File: config.mk
export PLATFORM = sky130hd
export DESIGN_NAME = wb_irq_gen
export DESIGN_NICKNAME = d
export VERILOG_FILES = /design/src/rtl/wb_irq_gen_pkg.sv /design/src/rtl/wb_irq_gen_sync.sv /design/src/rtl/wb_irq_gen.sv
export SDC_FILE = /design/constraint.sdc
export NUM_CORES = 1
export LEC_CHECK = 0
export ABC_AREA = 1
export CAP_MARGIN = 20
export CELL_PAD_IN_SITES_DETAIL_PLACEMENT = 1
export CELL_PAD_IN_SITES_GLOBAL_PLACEMENT = 2
export CORE_MARGIN = 3
export CORE_UTILIZATION = 26
export CTS_BUF_LIST = sky130_fd_sc_hd__clkbuf_16
export CTS_CLUSTER_SIZE = 28
export DETAILED_ROUTE_END_ITERATION = 7
export GPL_ROUTABILITY_DRIVEN = 0
export PLACE_DENSITY = 0.79
export SLEW_MARGIN = 0
export SYNTH_ARGS = -nofsm -noshare
export SYNTH_HDL_FRONTEND = slang
export SYNTH_SLANG_ARGS = --single-unit
File: constraint.sdc
create_clock -name clk_i -period 2.8 [get_ports clk_i]
set_input_delay 0.28 -clock clk_i [delete_from_list [all_inputs] [get_ports clk_i]]
set_output_delay 0.28 -clock clk_i [all_outputs]
set_load 0.01 [all_outputs]
File: src/rtl/wb_irq_gen_pkg.sv
// Shared constants for the Wishbone interrupt generator: register offsets and FSM states.
package wb_irq_gen_pkg;

    localparam int unsigned WB_DW = 32;

    // Word offsets decoded from wb_adr_i[3:2]; software headers use the same values.
    localparam logic [1:0] REG_STATUS  = 2'd0;
    localparam logic [1:0] REG_MASK    = 2'd1;
    localparam logic [1:0] REG_MODE    = 2'd2;
    localparam logic [1:0] REG_HOLDOFF = 2'd3;

    typedef enum logic [1:0] {
        ST_IDLE    = 2'd0,
        ST_ASSERT  = 2'd1,
        ST_HOLDOFF = 2'd2
    } irq_state_e;

endpackage

File: src/rtl/wb_irq_gen_sync.sv
// Per-source 2-flop synchroniser, one-cycle delay flop and edge/level set detection.
module wb_irq_gen_sync
    import wb_irq_gen_pkg::*;
#(
    parameter int unsigned W = 8
) (
    input  logic         i_clk,
    input  logic         i_rst,
    input  logic [W-1:0] i_src,
    input  logic [W-1:0] i_mode,
    output logic [W-1:0] o_set_c
);

    logic [W-1:0] r_s1;
    logic [W-1:0] r_s2;
    logic [W-1:0] r_s2_d;

    // Synchronise raw sources and keep the previous synchronised value for edge detection
    always_ff @(posedge i_clk or posedge i_rst) begin
        if (i_rst) begin
            r_s1   <= '0;
            r_s2   <= '0;
            r_s2_d <= '0;
        end else begin
            r_s1   <= i_src;
            r_s2   <= r_s1;
            r_s2_d <= r_s2;
        end
    end

    // Edge mode sets on a rising transition, level mode sets while high
    assign o_set_c = (i_mode & r_s2 & ~r_s2_d) | (~i_mode & r_s2);

endmodule

File: src/rtl/wb_irq_gen.sv
// Wishbone interrupt generator: pending/mask/mode/holdoff registers and active-low IRQ FSM.
module wb_irq_gen
    import wb_irq_gen_pkg::*;
#(
    parameter int unsigned SOURCES   = 8,
    parameter int unsigned HOLDOFF_W = 16
) (
    input  logic               clk_i,
    input  logic               rst_i,
    input  logic [31:0]        wb_adr_i,
    input  logic [31:0]        wb_dat_i,
    output logic [31:0]        wb_dat_o,
    input  logic               wb_we_i,
    input  logic [3:0]         wb_sel_i,
    input  logic               wb_stb_i,
    input  logic               wb_cyc_i,
    output logic               wb_ack_o,
    input  logic [SOURCES-1:0] src_i,
    output logic               irq_n_o
);

    logic [SOURCES-1:0]   r_pending;
    logic [SOURCES-1:0]   r_mask;
    logic [SOURCES-1:0]   r_mode;
    logic [HOLDOFF_W-1:0] r_holdoff;
    logic [HOLDOFF_W-1:0] r_cnt;
    logic                 r_ack;
    logic [WB_DW-1:0]     r_dat;
    logic                 r_irq_n;
    irq_state_e           r_state;

    logic                 w_acc;
    logic                 w_wr;
    logic                 w_rd;
    logic [1:0]           w_reg;
    logic [SOURCES-1:0]   w_set;
    logic [SOURCES-1:0]   w_clr;
    logic [WB_DW-1:0]     w_rdata;
    logic                 w_req;
    irq_state_e           w_next;
    logic                 w_unused_bits;

    assign w_acc = wb_stb_i & wb_cyc_i & ~r_ack;
    assign w_wr  = w_acc & wb_we_i;
    assign w_rd  = w_acc & ~wb_we_i;
    assign w_reg = wb_adr_i[3:2];
    assign w_clr = (w_wr && (w_reg == REG_STATUS)) ? wb_dat_i[SOURCES-1:0] : '0;
    assign w_req = |(r_pending & r_mask);

    // Byte selects and non-decoded address bits are intentionally ignored
    assign w_unused_bits = &{1'b0, wb_sel_i, wb_adr_i[31:4], wb_adr_i[1:0], wb_dat_i};

    wb_irq_gen_sync #(.W(SOURCES)) u_sync (
        .i_clk   (clk_i),
        .i_rst   (rst_i),
        .i_src   (src_i),
        .i_mode  (r_mode),
        .o_set_c (w_set)
    );

    // Control registers written on the accepting edge
    always_ff @(posedge clk_i or posedge rst_i) begin
        if (rst_i) begin
            r_mask    <= '0;
            r_mode    <= '0;
            r_holdoff <= '0;
        end else if (w_wr) begin
            case (w_reg)
                REG_MASK:    r_mask    <= wb_dat_i[SOURCES-1:0];
                REG_MODE:    r_mode    <= wb_dat_i[SOURCES-1:0];
                REG_HOLDOFF: r_holdoff <= wb_dat_i[HOLDOFF_W-1:0];
                default:     ;
            endcase
        end
    end

    // Pending latch: a fresh set wins over a simultaneous write-1-to-clear
    always_ff @(posedge clk_i or posedge rst_i) begin
        if (rst_i) begin
            r_pending <= '0;
        end else begin
            r_pending <= (r_pending & ~w_clr) | w_set;
        end
    end

    // Read data selection
    always_comb begin
        w_rdata = '0;
        case (w_reg)
            REG_STATUS:  w_rdata = WB_DW'(r_pending);
            REG_MASK:    w_rdata = WB_DW'(r_mask);
            REG_MODE:    w_rdata = WB_DW'(r_mode);
            REG_HOLDOFF: w_rdata = WB_DW'(r_holdoff);
            default:     w_rdata = '0;
        endcase
    end

    // Single-cycle Wishbone ack and registered read data
    always_ff @(posedge clk_i or posedge rst_i) begin
        if (rst_i) begin
            r_ack <= 1'b0;
            r_dat <= '0;
        end else begin
            r_ack <= w_acc;
            if (w_rd) begin
                r_dat <= w_rdata;
            end
        end
    end

    // Interrupt FSM next state; requests are ignored while the holdoff runs
    always_comb begin
        w_next = r_state;
        case (r_state)
            ST_IDLE: begin
                if (w_req) begin
                    w_next = ST_ASSERT;
                end
            end
            ST_ASSERT: begin
                if (!w_req) begin
                    w_next = (r_holdoff == '0) ? ST_IDLE : ST_HOLDOFF;
                end
            end
            ST_HOLDOFF: begin
                if (r_cnt <= HOLDOFF_W'(1)) begin
                    w_next = ST_IDLE;
                end
            end
            default: w_next = ST_IDLE;
        endcase
    end

    // Interrupt FSM state, holdoff counter and registered active-low output
    always_ff @(posedge clk_i or posedge rst_i) begin
        if (rst_i) begin
            r_state <= ST_IDLE;
            r_cnt   <= '0;
            r_irq_n <= 1'b1;
        end else begin
            r_state <= w_next;
            r_irq_n <= ~(w_next == ST_ASSERT);
            if ((r_state == ST_ASSERT) && (w_next == ST_HOLDOFF)) begin
                r_cnt <= r_holdoff;
            end else if ((r_state == ST_HOLDOFF) && (r_cnt != '0)) begin
                r_cnt <= r_cnt - HOLDOFF_W'(1);
            end
        end
    end

    assign wb_ack_o = r_ack;
    assign wb_dat_o = r_dat;
    assign irq_n_o  = r_irq_n;

endmodule

Word level (Yosys, flattened, before mapping):

Cells that the tools add are included.

* flip-flop bits (word level): 116
* logic and storage cells: 59
* input port bits: 81

* add/sub/neg operators: 1
* reductions and logical operators: 12
* multiplexer cells: 9
* eq/ne operators: 7
* bitwise gates (word level): 17
* order comparisons: 1

Operators by type and width (number)
* one-hot mux 32 bit (4 select lines): 1
* AND 8 bit: 5
* two-way mux 16 bit: 2
* NOT 8 bit: 3
* less-or-equal comparator 16 x 1 -> 1 bit (second input constant): 1
* logical NOT 16 bit: 1
* bitwise OR 8 bit: 2
* nonzero test 16 bit: 1
* subtractor 16 x 1 -> 16 bit (second input constant): 1
* equality test 2 bit (second input constant): 4
* two-way mux 2 bit: 4
* two-way mux 8 bit: 1
* OR reduction 8 bit: 1
* equality test 2 x 1 -> 1 bit (second input constant): 3
* one-hot mux 2 bit (3 select lines): 1
* AND reduction 2 bit: 3
* AND 1 bit: 4
* logical NOT 2 bit: 2
* logical AND 1 bit: 3
* NOT 1 bit: 3
* nonzero test 2 bit: 1

Logic depth before layout (Yosys ltp):

* word-level depth: 8
* mapped depth: 11
* gate-level depth less buffers: 11

Modules after synthesis:

A second synthesis with hierarchy kept.

* cell total of the unflattened synthesis: 541
* area total of the unflattened synthesis: 4650.7 µm²

By module, submodules not included
* wb_irq_gen: instances 1, seq. area each 1903.1 µm², area each 3946.3 µm², cells each 500
* wb_irq_gen_sync: instances 1, seq. area each 600.6 µm², area each 704.4 µm², cells each 41

Worst setup path after synthesis:

OpenSTA, ideal clock, no wires.

* path type: register to register
* from: reg r_ack (netlist: wb_ack_o)
* to: reg r_dat[1] (netlist: wb_dat_o[1])
* setup slack: 1253 ps
* cell stages (with the launch flop): 4
* data required time: 2675 ps
* arrival time: 1422 ps
* cells stage by stage: dfrtp_1 nor4_4 buf_6 mux2_2

* cells in the longest elaborated chain, start to end: 3

Ends and longest elaborated chain
* start, declared: RTL line wb_irq_gen.sv:27 `logic r_ack;`
* start signal, assigned: RTL line wb_irq_gen.sv:104 `r_ack <= w_acc;`
* NOT 1 bit: RTL line wb_irq_gen.sv:43 `assign w_acc = wb_stb_i & wb_cyc_i & ~r_ack;`
* AND 1 bit: RTL line wb_irq_gen.sv:43
* AND 1 bit: RTL line wb_irq_gen.sv:45 `assign w_rd = w_acc & ~wb_we_i;`
* end signal, assigned: RTL line wb_irq_gen.sv:106 `r_dat <= w_rdata;`
* end, declared: RTL line wb_irq_gen.sv:28 `logic [WB_DW-1:0] r_dat;`

No other way between the ends.
A chain may end at the register's enable or synchronous reset.

Worst setup path after layout:

* from: reg r_cnt[0]
* to: reg r_cnt[10]

* cells in the longest elaborated chain, start to end: 6

Ends and longest elaborated chain
* start, declared: RTL line wb_irq_gen.sv:26 `logic [HOLDOFF_W-1:0] r_cnt;`
* start signal, assigned: RTL line wb_irq_gen.sv:144 `r_cnt <= r_holdoff;`
* start signal, assigned: RTL line wb_irq_gen.sv:146 `r_cnt <= r_cnt - HOLDOFF_W'(1);`
* less-or-equal comparator 16 x 1 -> 1 bit: RTL line wb_irq_gen.sv:126 `if (r_cnt <= HOLDOFF_W'(1)) begin`
* two-way mux 2 bit: RTL line wb_irq_gen.sv:126
* one-hot mux 2 bit (3 select lines): RTL line wb_irq_gen.sv:114 `case (r_state)`
* equality test 2 bit: RTL line wb_irq_gen.sv:143 `if ((r_state == ST_ASSERT) && (w_next == ST_HOLDOFF)) begin`
* logical AND 1 bit: RTL line wb_irq_gen.sv:143
* two-way mux 16 bit or nonzero test 2 bit (tied branches)

Parallel ways exist; a longest one is shown, timed or not. The select of a mux whose other input is x is not followed.

==> metrics <==
TritonCTS clock tree=yes; final slew viol count=0; worst hold path depth=0; Clock Power Share=0.288; Max Cap Viol=0; Final Cycle Share=0.699; Reg-to-Reg End=r_cnt[10]$_DFFE_PP0P_; r2r setup slk=0.84 ns; r2r startpoint=r_cnt[0]$_DFFE_PP0P_; Fmax=0.511 GHz; Initial Utilization=0.269; initial antenna violation count=0; iteration-0 DRC count of the detailed router=168; asr flop ratio synth=1.00; final WL=12600 um; Sw Share=0.348; largest net degree at the start of global routing=38; GR Util met3=0.0290; Filler cells=2037; complex-gate fraction of the synthesized area=0.0785; CP Capture Type=flip-flop; WP data required=3.04 ns; # setup viols final=0; Placement Setup Slack=0.569 ns; Die Span X=140 um; post-detailed-route count of antenna-violating nets=0; r2r worst-path depth=9; Arrival @ worst endpoint=2.20 ns; RSZ-0062 raised after global routing=no; clock buffer depth=2; dpl hpwl=9480 um; run status=finished clean; CP max stage delay=0.42 ns; number of flops mapped to enable cells by yosys=0; Hold Crit Start=u_sync.r_s1[7]$_DFF_PP0_; htree depth=3; Leak=0.00262 uW; Yosys reg bits=100; Ys Warns=0; drt first pass iters=4; hold buffers post-CTS=0; CTS-repair resized insts=0; CP max-delay cell=dfrtp_1; IO buf count=48; WHS Endpoint=u_sync.r_s2[7]$_DFF_PP0_; Peak VDD IR=about 0.44 mV; busiest grt layer=met2; Tmin final=1.96 ns; Clock Tree Root=clkbuf_16; vias in the first global route=about 4000; Post-Synthesis Cells=between 500 and 600; Internal=3070 uW; combinational share of power=0.284; post-synthesis mux area share=0.0168; Final Power=4710 uW; Rows=48; Slew @ Worst Pin=0.785 ns; Seq pwr share=0.428; DIE HEIGHT=140 um; # diodes=0; P&R area growth vs syn=21.2%; met1 usage=0.168; Die ar.=19700 um^2; layout cells sized above 1=0.0765; drc violations=0; Crit. Startpoint=r_cnt[0]$_DFFE_PP0P_; CTS sink cnt=100; Clk Latency, worst-skew pair=0.35 ns; fraction of the yosys area taken by sequential cells=0.533; Post-CTS Setup Inserts=0; Via Count=3739; Setup Skew=approximately 0.0096 ns; clock slew at reported path FFs=0.07 ns; critical path class=reg2reg; Psw=approximately 1600 uW; num ports=115; Post-Synth Simple-Gate Area=0.262; largest family of logic cells by synthesized area=simple AND/OR/NAND/NOR gates; Final Hold Fails=0; Worst setup SP type=flip-flop; post-route setup slack=between 0.8 and 0.9 ns; setup TNS=0 ns; Max-slew headroom=0.476; xor-xnor portion of the synthesized cell area=0.00745; routed vias/inst=around 4.5; global route overflow=0; Post-synth top flop=dfrtp_1; met2 global-route usage=0.233; PD cells=827 nW/um^2; maximum fanout along the worst path=24; first-pass GRT wire length=21200 um; CP cell instances=inv_1 > ha_1 > nand2_2 > nor2_4 > nand2_2 > nand2_4 > nand2_2 > nand3_1 > nand2_1; Tot GR Track Use=0.135; Syn Area/Cell=8.47 um^2; Yosys cell types=32; Synth Cell Area=~4700 um^2; mean routed wirelength per cell=15.1 um; Final Net Count=692; Hold Crit Class=reg2reg; core box area=17500 um^2; Critical Path Most Common Cell=nand2_2; Synth Area in Adders=0.00532; CTS Buf Count=9
[cell usage after synthesis (2+ instances only)]
cell | n | area (um^2)
nand2_4 | 2 | 22.5
dfrtp_1 | 99 | 2480
nor2_1 | 35 | 131
buf_6 | 6 | 67.6
ha_1 | 2 | 25.0
nor2_4 | 4 | 45.0
nand2_2 | 4 | 25.0
o21ai_0 | 57 | 285
mux2_2 | 7 | 78.8
o2111ai_1 | 8 | 70.1
nand3b_1 | 2 | 15.0
nand2_1 | 185 | 694
inv_1 | 58 | 218
buf_2 | 4 | 20.0
xor2_1 | 3 | 26.3
nand3_1 | 46 | 230
buf_4 | 18 | 135
[layout make-up]
class / count / area (um^2) / share of cell area
sequential: 100 / 2500 / 0.439
multi-input combinational: 381 / 1800 / 0.316
timing repair buffer: 58 / 568 / 0.0997
tap: 225 / 282 / 0.0494
clock buffer: 9 / 225 / 0.0395
inverter: 59 / 225 / 0.0395
clock inverter: 7 / 91.3 / 0.0160
[kinds of logic (layout without fill, tap and decap cells)]
family          after synthesis  in the layout
xor+xnor                      4              4
flops                       100            100
fa+ha+maj                     2              2
buf+inv                      89            133
simple gates                285            285
compound gates               67             67
mux                           7              7
other cells                   1             16
[worst max-delay path: cells and delay by family, from the launching register on]
kind | cells | cell delay, ns
fa+ha+maj | 1 | 0.26
buf+inv | 1 | 0.10
flops | 1 | 0.42
simple gates | 7 | 1.05
[state kept, by name (all words and copies together), names as in the netlist, 8 cells and up]
| register | count |
|---|---|
| u_sync.r_s1 | 8 |
| u_sync.r_s2 | 8 |
| wb_dat_o | 16 |
| r_pending | 8 |
| r_mask | 8 |
| r_mode | 8 |
| u_sync.r_s2_d | 8 |
| r_holdoff | 16 |
| r_cnt | 16 |
[cell usage in the layout, fill, tap and decap left out, drive strengths merged]
master,synthesis,routed
and2,1,1
buf,28,10
bufinv,0,2
clkbuf,2,9
clkdlybuf4s50,0,48
clkinv,1,2
clkinvlp,0,3
conb,1,16
dfrtp,99,99
dfstp,1,1
ha,2,2
inv,58,59
mux2,7,7
nand2,191,191
nand3,46,46
nand3b,2,2
nand4,1,1
nor2,40,40
nor3,2,2
nor4,2,2
o2111ai,8,8
o211ai,1,1
o21ai,57,57
o22ai,1,1
xnor2,1,1
xor2,3,3
[power groups by stage]
stage          registers, uW  clock network (uW)  logic [uW]
2_1_floorplan           2000                   0         919
5_1_grt                 2080                1470        1550
3_3_place_gp            2030                   0        1310
4_1_cts                 2020                1400        1370
3_5_place_dp            2050                   0        1360
6_report                2020                1360        1340
[per-layer routing]
layer | wire, um | share of wire
met1 | 5630 | 0.45
met2 | 6470 | 0.51
met3 | 343 | 0.027
met4 | 179 | 0.014
met5 | 0 | 0
[how the worst max path moves through the flow]
stage | slack (ns) | to | cells past startpoint
global route | 0.63 | r_cnt[10]$_DFFE_PP0P_ | 8
floorplan | 1.25 | wb_dat_o[1]$_DFFE_PP0P_ | 3
CTS | 0.81 | r_cnt[10]$_DFFE_PP0P_ | 9
global placement | 0.67 | r_mask[2]$_DFFE_PP0P_ | 5
detailed placement | 0.57 | r_mask[4]$_DFFE_PP0P_ | 5
finish | 0.84 | r_cnt[10]$_DFFE_PP0P_ | 9
[stage by stage]
step	hold WS [ns]	instances	utilization	cell area (um^2)
floorplan	0.311	570	-	4760
global placement	0.332	823	0.308	5380
detailed placement	0.339	823	0.308	5380
CTS	0.353	839	0.326	5700
global route	0.347	839	0.326	5700
finish	0.352	839	0.326	5700
Note: power is estimated with default switching activity, not from simulation.
==> patch 1 (config.mk and constraints unchanged) <==
Set the parameter `HOLDOFF_W` to 24 (it was 16).
--- a/src/rtl/wb_irq_gen.sv
+++ b/src/rtl/wb_irq_gen.sv
@@ -3,7 +3,7 @@
     import wb_irq_gen_pkg::*;
 #(
     parameter int unsigned SOURCES   = 8,
-    parameter int unsigned HOLDOFF_W = 16
+    parameter int unsigned HOLDOFF_W = 24
 ) (
     input  logic               clk_i,
     input  logic               rst_i,
Formal check against the unedited RTL: not equivalent (Yosys sat finds a counterexample within 4 cycles, from zero or initial values and one cycle with rst_i high).
==> patch 1 against the original RTL <==
  * Via count rose by 23%
  * Clock skew rose by 0.0021 ns
  * Fmax rose by 2.3%
  * Wire length rose by 27%
  * Sequential cell count rose by 24
  * Setup slack improved by 0.044 ns
  * Power rose by 46%
  * Synthesized area rose by 24%
  * Final area rose by 29%
  * Highest routed layer unchanged
==> patch 1: results (changes against the original RTL) <==
[sta]
tightest_slew_ns = 0.748  ; -0.0369 ns
clock-skew-final_ns = 0.0117  ; +0.00212 ns
timing.hold.ws_ns = 0.296  ; -0.0559 ns

[grt]
grt_max_degree = 125  ; +230%
grt_first_pass_wirelength_um = 26400  ; +24%
grt_pass1_vias = 4691  ; +15%
grt_antenna_before_repair = 0  ; unchanged
grt_usage_pct = 13.9  ; +0.45 points

[clock_network]
insertion_delay_ns = 0.42  ; +0.07 ns
clockBufferDepth = 2  ; unchanged
cts-buffers-inserted = 17  ; +8
cts-htree-levels = 4  ; +1
cts_setup_buffers = 0  ; unchanged
cts-root-buf = clkbuf_16

[worst_setup_path]
r2r-start = r_pending[5]$_DFF_PP0_
cp-startpoint = r_pending[5]$_DFF_PP0_
worst_path_max_delay_cell = dfrtp_1
crit_family = simple AND/OR/NAND/NOR gates
critPathArrivalTime_ns = 2.26  ; +0.06 ns
slowest_delay_ns = 0.40  ; -0.02 ns
cp_max_fo = 23  ; -4.2%
reg2reg_slack_ns = 0.89  ; +0.04 ns
r2r-end = r_cnt[7]$_DFFE_PP0P_

[routing]
drtIter0Drc = 277  ; +65%
wl_per_cell_um = 15.7  ; +4.5%
via_per_inst = 4.51  ; +1.1%
firstDrtPassIters = 4  ; unchanged

[final_layout]
diodes = 0  ; unchanged
finalNetCount = 809  ; +17%
n_fill_cell = 2598  ; +28%
drive_above_1_share_pct = 11.8  ; +4.1 points

[synthesis]
netlist_top_cells_area = dfrtp_1 (53%), nand2_1 (13%), nand3_1 (6.5%)
synth.yosys.seq_area_share_pct = 53.4  ; +0.14 points
yosys-top-cells-count = nand2_1 (198), dfrtp_1 (123), nand3_1 (75)
synth.distinct_cells = 36  ; +13%

[placed_design]
place_hpwl_um = 11200  ; +18%
port-buffer-count = 64  ; +33%
place_area_um2 = 6700  ; +25%

[pwr]
internal_power_mw = 4.46  ; +45%
ir_drop_v = 0.000451  ; +2.6%
p_leak_nw = 3.33  ; +27%

[run_status]
status = finished clean

[min_path]
hold_class = input pin to flip-flop

patch 1: layout make-up:
type / instances / share of cell area (%)
Timing Repair Buffer: 72 / 9.70
Multi-Input combinational cell: 457 / 31.6
Sequential cell: 124 / 42.2
Clock inverter: 15 / 3.06
Clock buffer: 17 / 5.79
Inverter: 54 / 2.84
Tap cell: 280 / 4.77
patch 1: power by group through the flow:
stage               combinational (mW)  sequential [mW]  clock (mW)
floorplan                         1.30             2.52           0
global placement                  1.80             2.64           0
detailed placement                1.84             2.64           0
CTS                               1.86             2.62        2.49
global route                      2.08             2.68        2.60
finish                            1.83             2.61        2.45
patch 1: metrics by stage:
| step | cells | utilization [%] | worst slack (ns) |
|---|---|---|---|
| after CTS | 1019 | 33.6 | 0.837 |
| after global placement | 987 | 30.6 | 0.664 |
| after floorplan | 662 | - | 0.996 |
| after global routing | 1019 | 33.6 | 0.715 |
| final | 1019 | 33.6 | 0.886 |
| after detailed placement | 987 | 30.6 | 0.662 |
patch 1: worst min-delay path by stage:
stage | startpoint | endpoint | cells past startpoint
3_5_place_dp | u_sync.r_s1[6]$_DFF_PP0_ | u_sync.r_s2[6]$_DFF_PP0_ | 0
6_report | src_i[1] | u_sync.r_s1[1]$_DFF_PP0_ | 1
4_1_cts | src_i[1] | u_sync.r_s1[1]$_DFF_PP0_ | 1
2_1_floorplan | src_i[0] | u_sync.r_s1[0]$_DFF_PP0_ | 0
5_1_grt | src_i[0] | u_sync.r_s1[0]$_DFF_PP0_ | 1
3_3_place_gp | u_sync.r_s1[1]$_DFF_PP0_ | u_sync.r_s2[1]$_DFF_PP0_ | 0
patch 1: worst register-to-register path, cell delays in order (launching register included):
cell and delay, ns:
dfrtp_1 0.40, nand2_1 0.08, nand2_1 0.08, nor2_1 0.14, nand2_1 0.11, nor2_1 0.23
nand2_2 0.23, inv_2 0.09, buf_4 0.28, nand2_1 0.12, nand3_1 0.10
patch 1: kinds of logic after synthesis:
logic type	count (synthesis)	synth area share (%)
adders and majority gates	2	0.431
xor gates and xnor gates	13	1.96
DFF	124	53.4
AOI/OAI and AO/OA	51	4.41
and+or+nand+nor	360	28.1
buffers and inverters	81	7.08
other	1	0.0645
muxes	23	4.52
patch 1: metal layers:
layer	up-vias	routed length [um]	global-route usage (%)
li1	2233	-	-
met1	2291	7200	18.2
met2	59	8250	23.7
met3	9	474	3.03
met4	0	107	3.13
met5	-	0	0
==> patch 2 (config.mk and constraints unchanged) <==
Without the edit above. The 3 states of `irq_state_e` get a one-hot encoding in 3 bits.
--- a/src/rtl/wb_irq_gen_pkg.sv
+++ b/src/rtl/wb_irq_gen_pkg.sv
@@ -9,10 +9,10 @@
     localparam logic [1:0] REG_MODE    = 2'd2;
     localparam logic [1:0] REG_HOLDOFF = 2'd3;
 
-    typedef enum logic [1:0] {
-        ST_IDLE    = 2'd0,
-        ST_ASSERT  = 2'd1,
-        ST_HOLDOFF = 2'd2
+    typedef enum logic [2:0] {
+        ST_IDLE    = 3'b001,
+        ST_ASSERT  = 3'b010,
+        ST_HOLDOFF = 3'b100
     } irq_state_e;
 
 endpackage
Formal check against the unedited RTL: no difference found for any inputs over 4 cycles, from zero or initial values and one cycle with rst_i high; so few cycles prove little.
==> patch 2 against the original RTL <==
  * Setup slack better by 0.044 ns
  * Via count grew 2.7%
  * Power shrank 3.8%
  * Synthesized area grew 0.43%
  * Clock skew fell by 0.0014 ns
  * Sequential power up 2%
  * Clock power shrank 12%
  * Global-route usage fell by 0.14 points
  * Combinational power is 5% lower
  * Sequential cell count rose by 1
  * Wire length shrank 0.18%
  * Synthesized cell count up 1.1%
  * Final area is 0.31% lower
==> patch 2: results (changes against the original RTL) <==
[pwr]
powerComb_mw = 1.27  ; -5%
pg_seq_mw = 2.06  ; +2%
fin_total_pwr_mw = 4.53  ; -3.8%
internal_power_mw = 2.86  ; -7.0%
ir_drop_v = 0.000318  ; -28%

[routing]
drt-total-wl_um = 12600  ; -0.18%
drtIter0Drc = 187  ; +11%
via_per_inst = 4.57  ; +2.6%
wl_per_cell_um = 15.0  ; -0.30%

[final_layout]
final-clk-cell-share_pct = 4.85  ; -0.71 points
diodes = 0  ; unchanged
n_all_inverters = 61  ; +3.4%
multi_input_area_share_pct = 32.2  ; +0.58 points
n_all_buffers = 53  ; -8.6%
fin_util_pct = 32.4  ; -0.21 points
n_fill_cell = 2092  ; +2.7%
nMultiInputCombCells = 384  ; +0.79%
finalNetCount = 693  ; +0.14%
buffer_area_share_pct = 9.34  ; -0.63 points
final_area_um2 = 5680  ; -0.31%
drive_above_1_share_pct = 7.48  ; -0.18 points

[sta]
clock-skew-final_ns = 0.00820  ; -0.00142 ns
setup_slack_ns = 0.887  ; +0.0444 ns
slew_headroom_pct = 51.9  ; +4.4 points

[synthesis]
yosys-top-cells-count = nand2_1 (167), dfrtp_1 (99), inv_1 (58)
syn_area_per_cell_um2 = 8.41  ; -0.65%
synth.distinct_cells = 31  ; -3.1%
netlist_top_cells_area = dfrtp_1 (52%), nand2_1 (13%), nand3_1 (5.5%)

[min_path]
hold_class = input pin to asynchronous set/reset pin

[placed_design]
place_inst = 824  ; +0.12%
place_area_um2 = 5400  ; +0.44%
dp_slack_ns = 0.626  ; +0.0566 ns
place_hpwl_um = 9360  ; -1.3%

[clock_network]
clock_sinks = 101  ; +1.0%

[die]
start_util_pct = 26.9  ; about the same

[worst_setup_path]
worstSetupEndpoint = r_cnt[2]$_DFFE_PP0P_
cp_max_fo = 18  ; -25%
crit_family = simple AND/OR/NAND/NOR gates
critPathArrivalTime_ns = 2.15  ; -0.05 ns

[grt]
grt_usage_pct = 13.3  ; -0.14 points
grt_max_degree = 63  ; +66%
grt_pass1_vias = 4062  ; -0.81%
grt_first_pass_wirelength_um = 21100  ; -0.65%

[run_status]
status = finished clean

## patch 2: cell types whose count changed in the layout (fill, tap and decap cells not counted), moves of 6 or more
cell     change
o21ai_1     +24
o21ai_0     -21
nand3_1      +6
nand4_1     +16
nand2_1     -18
mux2_2       -7
## patch 2: metal layers
layer / global-route usage [%] / wire length [um] / vias to the layer above
met3: 2.24 / 281 / 12
met5: 0 / 0 / -
met2: 22.6 / 6440 / 51
met1: 17.3 / 5680 / 1898
li1: - / - / 1880
met4: 4.59 / 197 / 0
## patch 2: kinds of logic after synthesis
| kind of cell | count (synthesis) | synth area share [%] |
|---|---|---|
| buffers and inverters | 91 | 9.01 |
| other | 1 | 0.0795 |
| DFF | 101 | 53.6 |
| xor gates and xnor gates | 2 | 0.371 |
| adders and majority gates | 2 | 0.530 |
| and+or+nand+nor | 294 | 28.3 |
| AOI/OAI and AO/OA | 70 | 8.06 |
